$ cat src/rtl/vram_arbiter.sv
// vram_arbiter: shares one single-port synchronous video RAM between the tile
// renderer fetch path and the CPU bus. The renderer wins inside the visible
// frame, the CPU wins during blanking, and a starvation counter forces a CPU
// slot when the renderer has kept a CPU request waiting too long.
module vram_arbiter #(
    parameter int AW       = 16,
    parameter int DW       = 8,
    parameter int MAX_WAIT = 8
) (
    input  logic          clk,
    input  logic          rst,
    input  logic          frame_active,
    input  logic          vid_req,
    input  logic [AW-1:0] vid_addr,
    output logic          vid_gnt,
    output logic          vid_rvalid,
    output logic [DW-1:0] vid_rdata,
    input  logic          cpu_req,
    input  logic          cpu_we,
    input  logic [AW-1:0] cpu_addr,
    input  logic [DW-1:0] cpu_wdata,
    output logic          cpu_gnt,
    output logic          cpu_rvalid,
    output logic [DW-1:0] cpu_rdata,
    output logic          ram_en,
    output logic          ram_we,
    output logic [AW-1:0] ram_addr,
    output logic [DW-1:0] ram_wdata,
    input  logic [DW-1:0] ram_rdata
);

    localparam int CW = $clog2(MAX_WAIT + 1);

    typedef enum logic [1:0] {
        BLANK  = 2'd0,
        ACTIVE = 2'd1,
        FORCE  = 2'd2
    } state_t;

    state_t        state;
    state_t        state_nxt;
    logic [CW-1:0] wait_cnt;
    logic [CW-1:0] wait_nxt;
    logic          force_trig;

    logic          p1_valid;
    logic          p1_cpu;
    logic          p1_read;
    logic          p2_valid;
    logic          p2_cpu;
    logic          p2_read;

    logic [DW-1:0] vid_hold;
    logic [DW-1:0] cpu_hold;

    // Grant decode: priority depends on the registered state; nothing is granted while reset is held.
    always_comb begin
        vid_gnt = 1'b0;
        cpu_gnt = 1'b0;
        if (!rst) begin
            case (state)
                BLANK: begin
                    cpu_gnt = cpu_req;
                    vid_gnt = vid_req & ~cpu_req;
                end
                ACTIVE: begin
                    vid_gnt = vid_req;
                    cpu_gnt = cpu_req & ~vid_req;
                end
                FORCE: begin
                    cpu_gnt = cpu_req;
                    vid_gnt = 1'b0;
                end
                default: begin
                    vid_gnt = 1'b0;
                    cpu_gnt = 1'b0;
                end
            endcase
        end
    end

    // Starvation counter update; the forced slot fires once the next count reaches MAX_WAIT-1.
    always_comb begin
        wait_nxt   = wait_cnt;
        force_trig = 1'b0;
        if (!cpu_req || cpu_gnt) begin
            wait_nxt = '0;
        end else if (wait_cnt != CW'(MAX_WAIT)) begin
            wait_nxt = wait_cnt + CW'(1);
        end
        force_trig = cpu_req && !cpu_gnt && (wait_nxt >= CW'(MAX_WAIT - 1));
    end

    // Next-state logic: frame_active picks the priority mode, FORCE always lasts a single cycle.
    always_comb begin
        state_nxt = state;
        case (state)
            BLANK: begin
                state_nxt = frame_active ? ACTIVE : BLANK;
            end
            ACTIVE: begin
                if (!frame_active) begin
                    state_nxt = BLANK;
                end else if (force_trig) begin
                    state_nxt = FORCE;
                end
            end
            FORCE: begin
                state_nxt = frame_active ? ACTIVE : BLANK;
            end
            default: begin
                state_nxt = BLANK;
            end
        endcase
    end

    // State and starvation counter registers.
    always_ff @(posedge clk or posedge rst) begin
        if (rst) begin
            state    <= BLANK;
            wait_cnt <= '0;
        end else begin
            state    <= state_nxt;
            wait_cnt <= wait_nxt;
        end
    end

    // RAM command register: the granted requester's access is presented one cycle after the grant.
    always_ff @(posedge clk or posedge rst) begin
        if (rst) begin
            ram_en    <= 1'b0;
            ram_we    <= 1'b0;
            ram_addr  <= '0;
            ram_wdata <= '0;
        end else begin
            ram_en <= vid_gnt | cpu_gnt;
            if (cpu_gnt) begin
                ram_we    <= cpu_we;
                ram_addr  <= cpu_addr;
                ram_wdata <= cpu_wdata;
            end else if (vid_gnt) begin
                ram_we   <= 1'b0;
                ram_addr <= vid_addr;
            end else begin
                ram_we <= 1'b0;
            end
        end
    end

    // Owner pipe: tracks who issued each access so the read data returns to the right side.
    always_ff @(posedge clk or posedge rst) begin
        if (rst) begin
            p1_valid <= 1'b0;
            p1_cpu   <= 1'b0;
            p1_read  <= 1'b0;
            p2_valid <= 1'b0;
            p2_cpu   <= 1'b0;
            p2_read  <= 1'b0;
        end else begin
            p1_valid <= vid_gnt | cpu_gnt;
            p1_cpu   <= cpu_gnt;
            p1_read  <= cpu_gnt ? ~cpu_we : vid_gnt;
            p2_valid <= p1_valid;
            p2_cpu   <= p1_cpu;
            p2_read  <= p1_read;
        end
    end

    assign vid_rvalid = p2_valid & ~p2_cpu & p2_read;
    assign cpu_rvalid = p2_valid &  p2_cpu & p2_read;

    // Read data holding registers so each side keeps its last returned value between reads.
    always_ff @(posedge clk or posedge rst) begin
        if (rst) begin
            vid_hold <= '0;
            cpu_hold <= '0;
        end else begin
            if (vid_rvalid) begin
                vid_hold <= ram_rdata;
            end
            if (cpu_rvalid) begin
                cpu_hold <= ram_rdata;
            end
        end
    end

    assign vid_rdata = vid_rvalid ? ram_rdata : vid_hold;
    assign cpu_rdata = cpu_rvalid ? ram_rdata : cpu_hold;

endmodule

$ cat config.mk
export PLATFORM = sky130hd
export DESIGN_NAME = vram_arbiter
export DESIGN_NICKNAME = d
export VERILOG_FILES = /design/src/rtl/vram_arbiter.sv
export SDC_FILE = /design/constraint.sdc
export NUM_CORES = 1
export LEC_CHECK = 0
export BUFFER_PORTS_ARGS = -buffer_cell sky130_fd_sc_hd__buf_4
export CELL_PAD_IN_SITES_DETAIL_PLACEMENT = 0
export CELL_PAD_IN_SITES_GLOBAL_PLACEMENT = 2
export CORE_ASPECT_RATIO = 1.1
export CORE_UTILIZATION = 30
export DETAILED_ROUTE_END_ITERATION = 8
export PLACE_DENSITY = 0.95
export SLEW_MARGIN = 0
export SYNTH_ARGS = -nofsm -noshare
export SYNTH_HDL_FRONTEND = slang
export SYNTH_SLANG_ARGS = --single-unit
$ cat constraint.sdc
create_clock -name clk -period 6 [get_ports clk]
set_input_delay 0.3 -clock clk [delete_from_list [all_inputs] [get_ports clk]]
set_output_delay 0.3 -clock clk [all_outputs]
set_load 0.02 [all_outputs]
==> impl_metrics.ini, run 1 <==
[power_and_ir_drop]
comb_power_share_pct = 31.1
seq_power_share_pct = 45.3
swShare_pct = 30.38
cellPowerDensity_mw_per_mm2 = 318.0
worst_ir_drop_vdd_mv = 0.1131
intPower_uw = 686.4
p_leak_nw = 1.644
netSwitchingPower_uw = 299.6
power_frac_clock_pct = 23.6

[synthesis]
synth-edff-count = 0
synthDominantAreaCellType = sky130_fd_sc_hd__dfrtp_1
synth.yosys.warnings = 0
async_set_or_reset_flop_fraction_in_the_synthesized_netlist_pct = 100.0
mappedNetlistNets = 243
synthTopCellsByArea = sky130_fd_sc_hd__dfrtp_1, sky130_fd_sc_hd__mux2i_1, sky130_fd_sc_hd__mux2_2
synth.ff_latch_count = 53
avgSynthCellArea_um2 = 11.78
synth-main-ff-cell = sky130_fd_sc_hd__dfrtp_1
post-synth-top-area-fraction_pct = 60.23
synth_area_mm2 = 0.002202
yosysSeqAreaShare_pct = 60.23
post-synth-top-count-cell = sky130_fd_sc_hd__dfrtp_1
syn-instance-count = 187
top_cells_by_count_synth = sky130_fd_sc_hd__dfrtp_1, sky130_fd_sc_hd__nand2_1, sky130_fd_sc_hd__nor2_1
netlist-cell-type-count = 27

[sta]
relSlewSlack_pct = 41.03
ratio_of_final_minimum_period_to_clock_period_pct = 44.84
finClkSkew_ns = 0.008880
clock.fmax_mhz = 371.7
post_route_setup_tns_ns = 0
unrepaired_setup_endpoints_after_global_routing = no
worst_slew_pin_slew_ns = 0.8836
timing.final.crit_period_ns = 2.690
timing.final.setup_violations = 0
final_hold_violation_count = 0
timing_max_transition_violations_final = 0
setup_slack_ns = 3.310

[setup_path]
timing.critical_path.from_type = input pin
cp.buffers_inverters = 5
path_delay_family = buffers and inverters
cp_max_fo = 55
reg2reg_from = state[1]$_DFFE_PP0P_
cp.arrival_ns = 2.39
worst_path_largest_cell_delay_ns = 0.86
worst-setup-path-type = in2out
cpMostUsedCell = sky130_fd_sc_hd__buf_4
worst-endpoint-required_ns = 5.70
reg2regPathDepth = 3
endpoint_kind = output pin
regToRegEndpoint = ram_wdata[2]$_DFFE_PP0N_
flop2flop_setup_slack_ns = 4.05
worstPathCellList = buf_4 -> inv_2 -> buf_4 -> nand3_2 -> inv_1 -> buf_4
cp_slowest_cell = sky130_fd_sc_hd__nand3_2

[finish]
multi_input_comb_area_um2 = 783.3
register_area_mm2 = 0.001326
area.growth.synth_to_final_pct = 40.80
final_net_count = 344
drive_gt1_share_pct = 44.10
n_fill_cell = 690
antenna-diode-count = 0

[die]
floorplan.io_pins = 100
die_area_mm2 = 0.007687
floorplan.die.width_um = 83.69
die_height_um = 91.86
core-area_mm2 = 0.007047
initial_utilization_pct = 31.25
placement_rows = 32

[global_route]
grt_first_pass_wirelength_um = 7900
grt_remaining_overflow = 0
grt_max_degree = 56
grt_pass1_vias = 1654
track_usage_pct = 12.80
grt_antenna_before_repair = 0

[clock_network]
cts_tree = done
buffer_type_at_the_clock_tree_root = sky130_fd_sc_hd__clkbuf_8
clock_sinks = 53
cts.repair_timing.setup_buffer_count = 0
postCtsResizedCells = 0
postCtsHoldBufs = 0
htree_levels = 2
clkTransAtPathRegs_ns = 0.10
worst_skew_pair.late_latency_ns = 0.30
clk_path_buf_depth = 2
number_of_buffers_created_by_cts = 5

[placement]
pre_cts_slack_ns = 3.216
place_congestion = 0.7005
port_buffers = 99
place_hpwl_um = 3386

[route]
ant_nets = 0
routed_wirelength_um = 4768
route.vias.total = 1657
remaining_drc_errors = 0
drt_first_iter_violations = 69
detail_route.first_pass.iterations = 4
vias_per_cell = 4.442
detail_route.wl_per_cell_um = 12.78

[status]
run_status = complete, no violations

[run]
max_cap_violations = 0

[worst_hold_path]
hold_class = in2async
state kept, by name, indices dropped and copies added, names as in the netlist:
signal and cells:
ram_addr 16, cpu_hold 8, ram_wdata 8, vid_hold 8, wait_cnt 4, state 2, p1_cpu 1, p1_read 1
p1_valid 1, p2_cpu 1, p2_read 1, p2_valid 1, ram_we 1
placed cells by master (no fill, tap or decap), types with 2 or more instances in the layout:
| master | count |
|---|---|
| sky130_fd_sc_hd__buf_4 | 100 |
| sky130_fd_sc_hd__dfrtp_1 | 53 |
| sky130_fd_sc_hd__nand2_1 | 31 |
| sky130_fd_sc_hd__nor2_1 | 22 |
| sky130_fd_sc_hd__a21oi_1 | 17 |
| sky130_fd_sc_hd__mux2i_1 | 16 |
| sky130_fd_sc_hd__mux2_2 | 12 |
| sky130_fd_sc_hd__inv_1 | 6 |
| sky130_fd_sc_hd__clkbuf_8 | 5 |
| sky130_fd_sc_hd__mux2_4 | 4 |
| sky130_fd_sc_hd__nand3_2 | 2 |
| sky130_fd_sc_hd__nand3_1 | 2 |
| sky130_fd_sc_hd__nor2b_1 | 2 |
| sky130_fd_sc_hd__ha_1 | 2 |
metal layers:
layer | GRT usage [%] | part of all wire [%]
met4 | 3.814 | 1.2
met5 | 0 | 0
met3 | 3.690 | 6.2
met1 | 16.55 | 46
met2 | 20.80 | 47
worst register-to-register path: cells and delay by family (launching register included):
kind,cells,cell delay [ns]
DFF,1,0.43
AOI/OAI and AO/OA,1,0.18
and+or+nand+nor,1,0.68
muxes,1,0.56
cell type report:
type / instances / share of cell area, %
multi-input cells: 120 / 25.26
flip-flops and latches: 53 / 42.78
inverters: 8 / 0.9685
clock buffers: 5 / 2.220
clock inverters: 2 / 1.130
well taps: 85 / 3.430
repair buffers: 100 / 24.21
worst max path at each step:
stage                     startpoint      end  slack (ns)  cells after the start
after floorplan                  rst  cpu_gnt        3.49                      4
after global placement           rst  cpu_gnt        3.29                      6
after CTS                        rst  cpu_gnt        3.20                      6
final                            rst  cpu_gnt        3.31                      6
after detailed placement         rst  cpu_gnt        3.22                      6
after global routing             rst  cpu_gnt        3.00                      6
through the flow:
step	cell area [um2]	instances	hold slack [ns]	utilization, %	total power [mW]
finish	3100	373	0.1859	44.00	0.9859
CTS	3100	373	0.1855	44.00	1.002
floorplan	2202	187	0.3312	-	0.6202
global placement	2997	366	0.3360	42.52	0.7610
global route	3100	373	0.1784	44.00	1.039
detailed placement	2997	366	0.3426	42.52	0.7649
cell families after synthesis:
family                     synth area share (%)
AOI/OAI and AO/OA                         5.227
xor gates and xnor gates                 0.7956
adders and majority gates                 1.136
buffers and inverters                     4.204
DFF                                       60.23
muxes                                     16.14
and+or+nand+nor                           12.27
power by group through the flow:
stage	registers, mW	logic, mW	clock network [mW]
after global placement	0.453	0.308	0
after floorplan	0.485	0.136	0
after CTS	0.446	0.312	0.243
after global routing	0.453	0.329	0.256
after detailed placement	0.453	0.312	0
final	0.446	0.307	0.233
(Power assumes the default switching activity.)
==> run 2: changes to the inputs <==
--- a/config.mk
+++ b/config.mk
@@ -9,9 +9,9 @@
 export CELL_PAD_IN_SITES_DETAIL_PLACEMENT = 0
 export CELL_PAD_IN_SITES_GLOBAL_PLACEMENT = 2
 export CORE_ASPECT_RATIO = 1.1
-export CORE_UTILIZATION = 30
+export CORE_UTILIZATION = 25
 export DETAILED_ROUTE_END_ITERATION = 8
-export PLACE_DENSITY = 0.95
+export PLACE_DENSITY = 0.86
 export SLEW_MARGIN = 0
 export SYNTH_ARGS = -nofsm -noshare
 export SYNTH_HDL_FRONTEND = slang
==> constraint.sdc (replaced) <==
create_clock -name clk -period 2.4 [get_ports clk]
set_input_delay 0.12 -clock clk [delete_from_list [all_inputs] [get_ports clk]]
set_output_delay 0.12 -clock clk [all_outputs]
set_load 0.02 [all_outputs]
==> impl_metrics.ini, run 2 (synthesis results as in run 1) <==
[finish]
registers.top_by_ff_count = ram_addr
final_cell_mix = sky130_fd_sc_hd__buf_4, sky130_fd_sc_hd__dfrtp_1, sky130_fd_sc_hd__nand2_1
largest_register_ff_count = 16
area.growth.synth_to_final_pct = 43.30
finalInstanceArea_mm2 = 0.003156
layout_commonest_cell = sky130_fd_sc_hd__buf_4
drive_gt1_share_pct = 44.48
antenna-diode-count = 0
utilization_pct = 37.34
layoutNonFillerInstCount = 401
final_net_count = 345

[placement]
placedCellCount = 393
total_cell_area_at_the_placement_stage_mm2 = 0.003037
place_congestion = 0.6998
port_buffers = 99
pre_cts_slack_ns = 0.7361
place_hpwl_um = 3587

[global_route]
track_usage_pct = 11.59
grt_util_met1_pct = 13.40
grt_remaining_overflow = 0
gr-usage-met3_pct = 4.394
grt_first_pass_wirelength_um = 8349
busiest_grt_layer = met2
grt_antenna_before_repair = 0
grt_pass1_vias = 1685
globalRouteMet2Util_pct = 20.01
grt_max_degree = 55

[route]
routed_wirelength_um = 4963
drt_first_iter_violations = 109
route.vias.total = 1685
remaining_drc_errors = 0
detail_route.wl_per_cell_um = 12.38
vias_per_cell = 4.202
ant_nets = 0
detail_route.first_pass.iterations = 4

[setup_path]
reg2regPathDepth = 4
crit_end = vid_rdata[5]
regToRegEndpoint = ram_addr[5]$_DFFE_PP0P_
worst-setup-path-type = reg2out
cp_max_fo = 9
reg2reg_from = state[1]$_DFFE_PP0P_
timing.critical_path.from_type = register
worstSetupStartpoint = p2_valid$_DFF_PP0_
endpoint_kind = output pin
worst-endpoint-required_ns = 2.28
flop2flop_setup_slack_ns = 0.81
cp.arrival_ns = 1.74

[power_and_ir_drop]
worst_ir_drop_vdd_mv = 0.2842
swShare_pct = 31.34
power_frac_clock_pct = 25.4
p_leak_nw = 1.654
cellPowerDensity_mw_per_mm2 = 799.7
seq_power_share_pct = 44.1
comb_power_share_pct = 30.5
p_total_mw = 2.523
netSwitchingPower_uw = 790.9
intPower_mw = 1.732

[sta]
worst_slew_pin_slew_ns = 0.6982
clock.fmax_mhz = 537.1
unrepaired_setup_endpoints_after_global_routing = no
final_hold_violation_count = 0
fin_worst_hold_slack_ns = 0.009906
timing.final.setup_violations = 0
finClkSkew_ns = 0.006802
post_route_setup_tns_ns = 0
setup_slack_ns = 0.5382
timing_max_transition_violations_final = 0
ratio_of_final_minimum_period_to_clock_period_pct = 77.58
timing.final.crit_period_ns = 1.862
relSlewSlack_pct = 53.46

[run]
max_cap_violations = 0

[clock_network]
postCtsHoldBufs = 0
worst_skew_pair.late_latency_ns = 0.31
clkTransAtPathRegs_ns = 0.11
number_of_buffers_created_by_cts = 5
clk_path_buf_depth = 2
cts.repair_timing.setup_buffer_count = 0
postCtsResizedCells = 0
htree_levels = 2
cts_tree = done
clock_sinks = 53
buffer_type_at_the_clock_tree_root = sky130_fd_sc_hd__clkbuf_8

[die]
floorplan.io_pins = 100
floorplan.die.width_um = 91.49
initial_utilization_pct = 26.05
die_area_mm2 = 0.009188
die_height_um = 100.4
placement_rows = 35
core-area_mm2 = 0.008452

[worst_hold_path]
hold_class = in2reg
hold_path_startpoint = cpu_we

[status]
run_status = complete, no violations
run 2: cell types whose count changed in the layout (fill, tap and decap cells not counted):
cell,change
sky130_fd_sc_hd__clkinv_4,+1
sky130_fd_sc_hd__buf_4,+1
sky130_fd_sc_hd__clkinv_2,-1
sky130_fd_sc_hd__inv_8,+1
run 2: per-layer routing:
| metal | vias to the layer above | wire, um |
|---|---|---|
| met2 | 74 | 2459 |
| met4 | 0 | 30 |
| li1 | 829 | - |
| met1 | 778 | 2024 |
| met5 | - | 0 |
| met3 | 4 | 448 |
run 2: cell type report:
| class | count | area [um2] |
|---|---|---|
| multi-input combinational | 120 | 783.3 |
| timing repair buffer | 101 | 758.2 |
| inverter | 8 | 30.03 |
| sequential | 53 | 1326 |
| fill | 861 | 5296 |
| clock buffer | 5 | 68.82 |
| tap | 111 | 138.9 |
| clock inverter | 3 | 50.05 |
run 2: power by group through the flow:
stage / logic [mW] / registers (mW) / clock network (mW)
CTS: 0.783 / 1.12 / 0.667
global route: 0.833 / 1.13 / 0.705
finish: 0.769 / 1.11 / 0.640
detailed placement: 0.782 / 1.13 / 0
global placement: 0.774 / 1.13 / 0
floorplan: 0.339 / 1.21 / 0
run 2: critical path, stage by stage, from the launching register on:
cell	delay, ns
sky130_fd_sc_hd__dfrtp_1	0.40
sky130_fd_sc_hd__nand3b_1	0.31
sky130_fd_sc_hd__clkinv_1	0.34
sky130_fd_sc_hd__nand2_1	0.14
sky130_fd_sc_hd__nand2_1	0.09
sky130_fd_sc_hd__buf_4	0.16
run 2: worst min-delay path by stage:
| stage | endpoint | slack, ns | cells past startpoint |
|---|---|---|---|
| 6_report | p1_read$_DFF_PP0_ | 0.01 | 2 |
| 5_1_grt | p1_read$_DFF_PP0_ | 0.006 | 2 |
| 4_1_cts | p1_read$_DFF_PP0_ | 0.006 | 2 |
| 3_5_place_dp | p2_cpu$_DFF_PP0_ | 0.34 | 0 |
| 3_3_place_gp | p2_cpu$_DFF_PP0_ | 0.33 | 0 |
| 2_1_floorplan | p1_read$_DFF_PP0_ | 0.23 | 1 |
==> run 3: changes to the inputs <==
--- a/config.mk
+++ b/config.mk
@@ -5,13 +5,14 @@
 export SDC_FILE = /design/constraint.sdc
 export NUM_CORES = 1
 export LEC_CHECK = 0
+export ABC_AREA = 1
 export BUFFER_PORTS_ARGS = -buffer_cell sky130_fd_sc_hd__buf_4
 export CELL_PAD_IN_SITES_DETAIL_PLACEMENT = 0
 export CELL_PAD_IN_SITES_GLOBAL_PLACEMENT = 2
 export CORE_ASPECT_RATIO = 1.1
-export CORE_UTILIZATION = 25
+export CORE_UTILIZATION = 23
 export DETAILED_ROUTE_END_ITERATION = 8
-export PLACE_DENSITY = 0.86
+export PLACE_DENSITY = 0.85
 export SLEW_MARGIN = 0
 export SYNTH_ARGS = -nofsm -noshare
 export SYNTH_HDL_FRONTEND = slang
==> constraint.sdc (replaced) <==
create_clock -name clk -period 1.7 [get_ports clk]
set_input_delay 0.085 -clock clk [delete_from_list [all_inputs] [get_ports clk]]
set_output_delay 0.085 -clock clk [all_outputs]
set_load 0.02 [all_outputs]
==> impl_metrics.ini, run 3 <==
[clock_network]
clock_sinks = 53
clk_path_buf_depth = 2
worst_skew_pair.late_latency_ns = 0.31
cts_tree = done
clkTransAtPathRegs_ns = 0.09
number_of_buffers_created_by_cts = 5
htree_levels = 2
buffer_type_at_the_clock_tree_root = sky130_fd_sc_hd__clkbuf_8

[worst_hold_path]
hold_class = in2reg

[synthesis]
synth-main-ff-cell = sky130_fd_sc_hd__dfrtp_1
syn-instance-count = 243
async_set_or_reset_flop_fraction_in_the_synthesized_netlist_pct = 100.0
synthDominantAreaCellType = sky130_fd_sc_hd__dfrtp_1
mappedNetlistNets = 299
synth-edff-count = 0
post-synth-top-count-cell = sky130_fd_sc_hd__nand2_1
netlist-cell-type-count = 25
yosysSeqAreaShare_pct = 60.02
post-synth-top-area-fraction_pct = 60.02
synthTopCellsByArea = sky130_fd_sc_hd__dfrtp_1, sky130_fd_sc_hd__nand2_1, sky130_fd_sc_hd__o21ai_0
synth_area_mm2 = 0.002210
top_cells_by_count_synth = sky130_fd_sc_hd__nand2_1, sky130_fd_sc_hd__dfrtp_1, sky130_fd_sc_hd__o21ai_0
synth.ff_latch_count = 53
avgSynthCellArea_um2 = 9.093
synth.yosys.warnings = 0

[die]
initial_utilization_pct = 23.63
floorplan.die.width_um = 95.46
core-area_mm2 = 0.009351
die_height_um = 104.8
floorplan.io_pins = 100
die_area_mm2 = 0.01000
placement_rows = 37

[sta]
finClkSkew_ns = 0.006489
unrepaired_setup_endpoints_after_global_routing = yes
timing.final.crit_period_ns = 1.645
final_hold_violation_count = 0
ratio_of_final_minimum_period_to_clock_period_pct = 96.74
relSlewSlack_pct = 57.34
timing_max_transition_violations_final = 0
clock.fmax_mhz = 608.1
timing.final.setup_violations = 0
worst_slew_pin_slew_ns = 0.6398

[setup_path]
worst-endpoint-required_ns = 1.62
crit_end = vid_rdata[4]
flop2flop_setup_slack_ns = 0.18
timing.critical_path.from_type = register
worst-setup-path-type = reg2out
regToRegEndpoint = ram_addr[14]$_DFFE_PP0P_
reg2reg_from = state[1]$_DFFE_PP0P_
reg2regPathDepth = 7
worstSetupStartpoint = p2_cpu$_DFF_PP0_
cp_max_fo = 16
endpoint_kind = output pin
cp.arrival_ns = 1.56

[finish]
final_net_count = 414
utilization_pct = 35.35
largest_register_ff_count = 16
antenna-diode-count = 0
final_cell_mix = sky130_fd_sc_hd__buf_4, sky130_fd_sc_hd__nand2_1, sky130_fd_sc_hd__dfrtp_1
finalInstanceArea_mm2 = 0.003306
area.growth.synth_to_final_pct = 49.60
drive_gt1_share_pct = 34.54
registers.top_by_ff_count = ram_addr
layout_commonest_cell = sky130_fd_sc_hd__buf_4

[placement]
place_congestion = 0.7211
total_cell_area_at_the_placement_stage_mm2 = 0.003094
port_buffers = 99
place_hpwl_um = 4223

[global_route]
grt_first_pass_wirelength_um = 9163
grt_pass1_vias = 1872
track_usage_pct = 12.02
grt_max_degree = 49
grt_antenna_before_repair = 0
grt_remaining_overflow = 0

[route]
route.vias.total = 1950
remaining_drc_errors = 0
detail_route.first_pass.iterations = 4
detail_route.wl_per_cell_um = 12.32
met2_wirelength_um = 2820
top_layer = met4
vias_per_cell = 4.097
routed_wirelength_um = 5865
ant_nets = 0
drt_first_iter_violations = 36
m1WireLength_um = 2664
met3_wirelength_um = 328

[power_and_ir_drop]
cellPowerDensity_mw_per_mm2 = 1118
p_leak_nw = 1.715
worst_ir_drop_vdd_mv = 0.4341

[run]
max_cap_violations = 0

[status]
run_status = complete, no violations
-- run 3: cell types whose count changed after synthesis, sizes merged, moves of 2 or more --
cell    delta
o21ai     +48
nand2     +35
inv       +20
mux2      -16
mux2i     -16
a21oi     -14
nand3      +3
clkbuf     +2
nor2b      -2
nor3       +2
-- run 3: metrics by stage --
step | hold WS, ns | power [mW] | setup slack, ns | std cells | setup TNS (ns)
floorplan | 0.1885 | 2.365 | -0.1508 | 243 | -1.607
CTS | 0.01478 | 3.762 | 0.01231 | 474 | 0
global placement | 0.03682 | 2.983 | 0.2971 | 456 | 0
finish | 0.02296 | 3.695 | 0.05541 | 476 | 0
detailed placement | 0.03538 | 3.001 | 0.2403 | 456 | 0
global route | 0.01547 | 3.954 | -0.03952 | 476 | -0.1495
-- run 3: cell type report --
class,count,area [um2]
fillers,985,6046
flip-flops and latches,53,1326
repair buffers,116,908.4
multi-input cells,155,729.5
well taps,117,146.4
inverters,27,108.9
clock buffers,6,72.57
clock inverters,2,13.76
-- run 3: worst min-delay path by stage --
stage	startpoint	to	slack, ns	depth (start not counted)
after global routing	cpu_we	ram_we$_DFF_PP0_	0.02	3
after floorplan	rst	cpu_hold[0]$_DFF_PP0_	0.19	1
after global placement	rst	ram_addr[13]$_DFFE_PP0P_	0.04	2
after detailed placement	rst	ram_addr[15]$_DFFE_PP0P_	0.04	2
final	cpu_we	ram_we$_DFF_PP0_	0.02	3
after CTS	cpu_we	ram_we$_DFF_PP0_	0.01	3
-- run 3: cells by family (layout without fill, tap and decap cells) --
| group | count (synthesis) | in the layout | share of synthesized area (%) |
|---|---|---|---|
| and+or+nand+nor | 99 | 99 | 18.57 |
| AOI/OAI and AO/OA | 53 | 53 | 12.68 |
| DFF | 53 | 53 | 60.02 |
| buffers and inverters | 35 | 151 | 7.191 |
| adders and majority gates | 2 | 2 | 1.132 |
| xor gates and xnor gates | 1 | 1 | 0.3964 |
-- run 3: power breakdown --
| group | switching (mW) | internal [mW] |
|---|---|---|
| Combinational | 0.756 | 0.577 |
| Sequential | 0.116 | 1.53 |
| Clock | 0.418 | 0.295 |
| Total | 1.29 | 2.40 |
-- run 3: repair_timing --
action                                  4_1_cts  5_1_grt
endpoints found under the hold margin        14        0
pin swaps                                     0        1
resized for setup                             3        4
endpoints found under the setup margin       17        9
hold buffers                                 10        0
setup buffers                                 0        2
-- run 3: worst max-delay path, cell delays in order (launching register included) --
cell,delay (ns)
sky130_fd_sc_hd__dfrtp_1,0.41
sky130_fd_sc_hd__nor3_2,0.23
sky130_fd_sc_hd__inv_2,0.15
sky130_fd_sc_hd__o21ai_0,0.26
sky130_fd_sc_hd__buf_4,0.19
-- run 3: routing by layer --
| layer | vias to the layer above | track usage [%] |
|---|---|---|
| met5 | - | 0 |
| met1 | 886 | 15.32 |
| met2 | 62 | 20.15 |
| met3 | 4 | 3.130 |
| li1 | 998 | - |
| met4 | 0 | 2.665 |
